==> config.mk <==
export PLATFORM = sky130hd
export DESIGN_NAME = popcount_neuron_seq
export DESIGN_NICKNAME = d
export VERILOG_FILES = /design/src/rtl/popcount_neuron_seq_pkg.sv /design/src/rtl/popcount_neuron_seq_core.sv /design/src/rtl/popcount_neuron_seq.sv
export SDC_FILE = /design/constraint.sdc
export NUM_CORES = 1
export LEC_CHECK = 0
export CAP_MARGIN = 20
export CORE_AREA = 2 2 123 125
export CTS_CLUSTER_SIZE = 16
export DETAILED_ROUTE_END_ITERATION = 10
export DIE_AREA = 0 0 125 127
export GPL_TIMING_DRIVEN = 0
export PLACE_DENSITY = 0.67
export SLEW_MARGIN = 0
export SYNTH_ARGS = -nofsm -noshare
export SYNTH_HDL_FRONTEND = slang
export SYNTH_SLANG_ARGS = --single-unit
export TNS_END_PERCENT = 100
==> constraint.sdc <==
create_clock -name clk -period 7.4 [get_ports clk]
set_clock_uncertainty 0.05 [all_clocks]
set_input_delay 2.22 -clock clk [delete_from_list [all_inputs] [get_ports clk]]
set_output_delay 2.22 -clock clk [all_outputs]
set_load 0.01 [all_outputs]
==> src/rtl/popcount_neuron_seq_pkg.sv <==
// Shared types and constants for the sequential popcount neuron.
package popcount_neuron_seq_pkg;

    localparam int unsigned CHUNK_W        = 23;
    localparam int unsigned PC_W           = 5;
    localparam int unsigned DEF_MAX_CHUNKS = 8;
    localparam int unsigned DEF_ACC_W      = 9;

    typedef enum logic [1:0] {
        ST_READY = 2'd0,
        ST_POS   = 2'd1,
        ST_NEG   = 2'd2,
        ST_DONE  = 2'd3
    } state_t;

endpackage

==> src/rtl/popcount_neuron_seq_core.sv <==
// Combinational 23-bit population count, shared by both accumulate phases.
module popcount_neuron_seq_core
    import popcount_neuron_seq_pkg::*;
(
    input  logic [CHUNK_W-1:0] vec,
    output logic [PC_W-1:0]    count_c
);

    always_comb begin
        count_c = '0;
        for (int unsigned i = 0; i < CHUNK_W; i++) begin
            count_c = count_c + PC_W'(vec[i]);
        end
    end

endmodule

==> src/rtl/popcount_neuron_seq.sv <==
// Binary-weight neuron: per chunk adds popcount(data&wpos), then subtracts
// popcount(data&wneg) through a single shared counter, and fires on sum >= threshold.
module popcount_neuron_seq
    import popcount_neuron_seq_pkg::*;
#(
    parameter int unsigned MAX_CHUNKS = DEF_MAX_CHUNKS,
    parameter int unsigned ACC_W      = DEF_ACC_W
)(
    input  logic                    clk,
    input  logic                    rst,
    input  logic                    in_valid,
    output logic                    in_ready,
    input  logic [CHUNK_W-1:0]      in_data,
    input  logic [CHUNK_W-1:0]      in_wpos,
    input  logic [CHUNK_W-1:0]      in_wneg,
    input  logic                    in_last,
    input  logic signed [ACC_W-1:0] threshold,
    output logic                    out_valid,
    input  logic                    out_ready,
    output logic signed [ACC_W-1:0] out_sum,
    output logic                    out_act,
    output logic                    out_trunc
);

    localparam int unsigned CNT_W = $clog2(MAX_CHUNKS + 1);

    state_t                  state_q, state_n;
    logic [CHUNK_W-1:0]      data_q, wpos_q, wneg_q;
    logic                    last_q, first_q;
    logic signed [ACC_W-1:0] thr_q, acc_q, acc_n;
    logic [CNT_W-1:0]        cnt_q, cnt_n;
    logic [CHUNK_W-1:0]      pc_vec_c;
    logic [PC_W-1:0]         pc_cnt_c;
    logic                    accept_c, out_hs_c, end_c, do_pos_c, do_neg_c;

    assign accept_c = in_valid && in_ready;
    assign out_hs_c = out_valid && out_ready;
    assign cnt_n    = cnt_q + CNT_W'(1);
    assign end_c    = last_q || (cnt_n == CNT_W'(MAX_CHUNKS));

    popcount_neuron_seq_core u_core (
        .vec     (pc_vec_c),
        .count_c (pc_cnt_c)
    );

    // State register
    always_ff @(posedge clk or posedge rst) begin
        if (rst) state_q <= ST_READY;
        else     state_q <= state_n;
    end

    // Next-state logic
    always_comb begin
        state_n = state_q;
        case (state_q)
            ST_READY: if (accept_c) state_n = ST_POS;
            ST_POS:   state_n = ST_NEG;
            ST_NEG:   state_n = end_c ? ST_DONE : ST_READY;
            ST_DONE:  if (out_hs_c) state_n = ST_READY;
            default:  state_n = ST_READY;
        endcase
    end

    // Phase decode, shared-counter input mux and accumulator update
    always_comb begin
        do_pos_c = (state_q == ST_POS);
        do_neg_c = (state_q == ST_NEG);
        pc_vec_c = data_q & (do_pos_c ? wpos_q : wneg_q);
        acc_n    = acc_q;
        if (do_pos_c)      acc_n = acc_q + ACC_W'(pc_cnt_c);
        else if (do_neg_c) acc_n = acc_q - ACC_W'(pc_cnt_c);
    end

    always_ff @(posedge clk or posedge rst) begin
        if (rst) begin
            in_ready  <= 1'b0;
            data_q    <= '0;
            wpos_q    <= '0;
            wneg_q    <= '0;
            last_q    <= 1'b0;
            first_q   <= 1'b1;
            thr_q     <= '0;
            acc_q     <= '0;
            cnt_q     <= '0;
            out_valid <= 1'b0;
            out_sum   <= '0;
            out_act   <= 1'b0;
            out_trunc <= 1'b0;
        end else begin
            in_ready <= (state_n == ST_READY);
            if (accept_c) begin
                data_q <= in_data;
                wpos_q <= in_wpos;
                wneg_q <= in_wneg;
                last_q <= in_last;
                if (first_q) begin
                    thr_q   <= threshold;
                    acc_q   <= '0;
                    cnt_q   <= '0;
                    first_q <= 1'b0;
                end
            end
            if (do_pos_c) acc_q <= acc_n;
            if (do_neg_c) begin
                acc_q <= acc_n;
                cnt_q <= cnt_n;
                // Result is frozen here and held through DONE
                if (end_c) begin
                    first_q   <= 1'b1;
                    out_valid <= 1'b1;
                    out_sum   <= acc_n;
                    out_act   <= (acc_n >= thr_q);
                    out_trunc <= !last_q;
                end
            end
            if (out_hs_c) out_valid <= 1'b0;
        end
    end

endmodule
==> out/metrics.csv <==
metric;value;unit
instances_no_fill;885;
ys_async_sr_fraction;1.00;
hp-class;flip-flop to flip-flop;
overflow;0;
outcome;finished, final reports clean;
synth_cells;578;
ant_nets;0;
fp.dieH;127;um
h-tree-depth;3;
setup.worst_path.class;flip-flop to flip-flop;
grt_pass1_wl;23600;um
start_kind;flip-flop;
design_area;0.00778;mm^2
hold_path_startpoint;first_q$_DFF_PP1_;
rsz0062_at_grt;no;
die_x;125;um
max_freq;140;MHz
first_global_vias;4825;
max_slew_margin;0.447;
worstPathRequired;7580;ps
antenna_found_initial;0;
clk_pin_slew_worst_paths;70;ps
synth_area_per_cell;10.5;um^2
synth_edf_count;0;
startpoint;state_q[0]$_DFF_PP0_;
syn_area;0.00604;mm^2
ioPinCount;96;
dieArea;0.0159;mm^2
tightestPinTransition;830;ps
drc;0;
slowest_delay;580;ps
regArea;0.00271;mm^2
final.setup.tns;0;ps
track_usage;0.186;
cpMostUsedCell;fa_1;
synth_seq_cells;108;
dp_hpwl;10800;um
synth_nets;707;
maxCapViolCount;0;
hold_slack;420;ps
drive_above_1_share;0.214;
end_kind;flip-flop;
cts.sinks;108;
root_buffer;clkbuf_16;
num_rows;44;
core;0.0144;mm^2
via_per_inst;5.15;
dpl-instance-area;0.00725;mm^2
wire_per_inst;16.1;um
via_count;4562;
multi_input_area;0.00319;mm^2
start_util;0.419;
yosysSeqAreaShare;0.448;
port_buffers;95;
fill_cells;1307;
wirelength;14200;um
worstReg2RegStart;state_q[0]$_DFF_PP0_;
critPathSlowestCell;fa_1;
ctsLongestPathBuffers;2;
drv_slew;0;
finalHoldViolations;0;
cts_buffers;9;
final.period_utilization;0.964;
synth.distinct_cells;59;
cts_tree;done;
path_max_fanout;6;
drt_first_iter_violations;138;
area_growth;28.7;%
gp_congestion;0.849;
dp.cells;858;
n_antenna_cell;0;
post-route-min-period;7140;ps
critPathArrivalTime;7320;ps
nets;825;
first_pass_iters;4;
grt_max_degree;69;
synthFlopType;dfrtp_1;
clk_latency;360;ps
setup_viol;0;
synthesis.yosys.warnings;0;
-- cell usage after synthesis (3+ instances only) --
master | instances | area share
nand2b_1 | 5 | 0.0052
dfrtp_1 | 107 | 0.44
xor2_1 | 4 | 0.0058
nor2_1 | 15 | 0.0093
nand2_1 | 118 | 0.073
o21ai_0 | 35 | 0.029
clkbuf_1 | 16 | 0.0099
a31oi_1 | 8 | 0.0083
a31o_2 | 3 | 0.0043
nor2b_1 | 4 | 0.0041
o31ai_1 | 3 | 0.0037
a21o_1 | 5 | 0.0062
a211oi_1 | 3 | 0.0037
buf_2 | 6 | 0.0050
a21oi_1 | 12 | 0.0099
mux2_2 | 72 | 0.13
ha_1 | 28 | 0.058
a21boi_0 | 10 | 0.012
inv_1 | 41 | 0.025
xnor2_1 | 7 | 0.010
nor3_1 | 5 | 0.0041
nand3_1 | 9 | 0.0075
fa_1 | 18 | 0.060
-- logic make-up after synthesis --
kind of cell,after synthesis,synth area share
mux,73,0.136
xor+xnor,11,0.0159
compound gates,103,0.116
fa+ha+maj,46,0.118
buf+inv,68,0.0451
flops,108,0.448
simple gates,169,0.122
-- what timing repair did --
| action | CTS | global route |
|---|---|---|
| hold buffers | 0 | 0 |
| resized for setup | 23 | 18 |
| setup endpoints to repair | 3 | 1 |
| gates cloned | 0 | 0 |
| buffers inserted | 5 | 10 |
| pin swaps | 7 | 21 |
-- path summary, 6_finish.rpt --
path / cells after the start / slack [ps] / to
setup / recovery: 31 / 260 / out_act$_DFFE_PP0P_
hold / removal: 2 / 420 / first_q$_DFF_PP1_
setup reg to reg: 31 / 260 / out_act$_DFFE_PP0P_
hold reg to reg: 2 / 420 / first_q$_DFF_PP1_
max in group asynchronous: 3 / 4200 / first_q$_DFF_PP1_
min in group asynchronous: 2 / 2350 / out_sum[1]$_DFFE_PP0P_
-- placed cells by master (no fill, tap or decap), types with 3 or more instances in the layout --
master           synthesis  layout
a21oi_2                  1       3
nand2_1                118     118
buf_4                    0      15
clkbuf_16                0       9
nor2_1                  15      15
fa_1                    18      14
a21boi_0                10       8
nor3_1                   5       5
a31o_2                   3       3
a211oi_1                 3       3
dfrtp_1                107     106
a21oi_1                 12      10
fa_2                     0       4
nand3_1                  9       9
nand2b_1                 5       4
a31oi_1                  8       8
o31ai_1                  3       3
clkbuf_1                16      13
mux2_2                  72      72
buf_2                    6       4
o21ai_0                 35      34
a21o_1                   5       5
ha_4                     0       3
nor2b_1                  4       3
xnor2_1                  7       6
inv_1                   41      39
ha_1                    28      24
xor2_1                   4       3
clkdlybuf4s50_1          0      95
-- area by class of cell --
class	instances	area share
well taps	184	0.0296
inverters	41	0.0201
multi-input cells	402	0.410
plain buffers	23	0.0167
repair buffers	111	0.139
clock inverters	7	0.00756
clock buffers	9	0.0290
flip-flops and latches	108	0.348
-- routing by layer --
metal	GRT usage	share of wire
met3	0.0486	0.043
met2	0.333	0.50
met5	0	0
met1	0.221	0.43
met4	0.0569	0.025
-- stage by stage --
step	worst slack, ps	util
after floorplan	12.9	-
after global placement	-820	0.501
after detailed placement	-929	0.502
after CTS	0.937	0.530
after global routing	0.984	0.539
final	263	0.539
-- registers in the layout (all words and copies together) (netlist names) --
register   flops
cnt_q          4
out_act        1
in_ready       1
data_q        23
out_sum        9
out_valid      1
wneg_q        23
out_trunc      1
first_q        1
acc_q          9
state_q        2
thr_q          9
last_q         1
wpos_q        23
-- critical path, delay by kind of cell, from the launching register on --
family,cells,cell delay [ps]
adders and majority gates,10,3880
DFF,1,370
buffers and inverters,6,610
AOI/OAI and AO/OA,11,1520
and+or+nand+nor,4,580
Power is not shown: default switching activity piles up to over one toggle a cycle in this logic, so the estimate is an artifact.
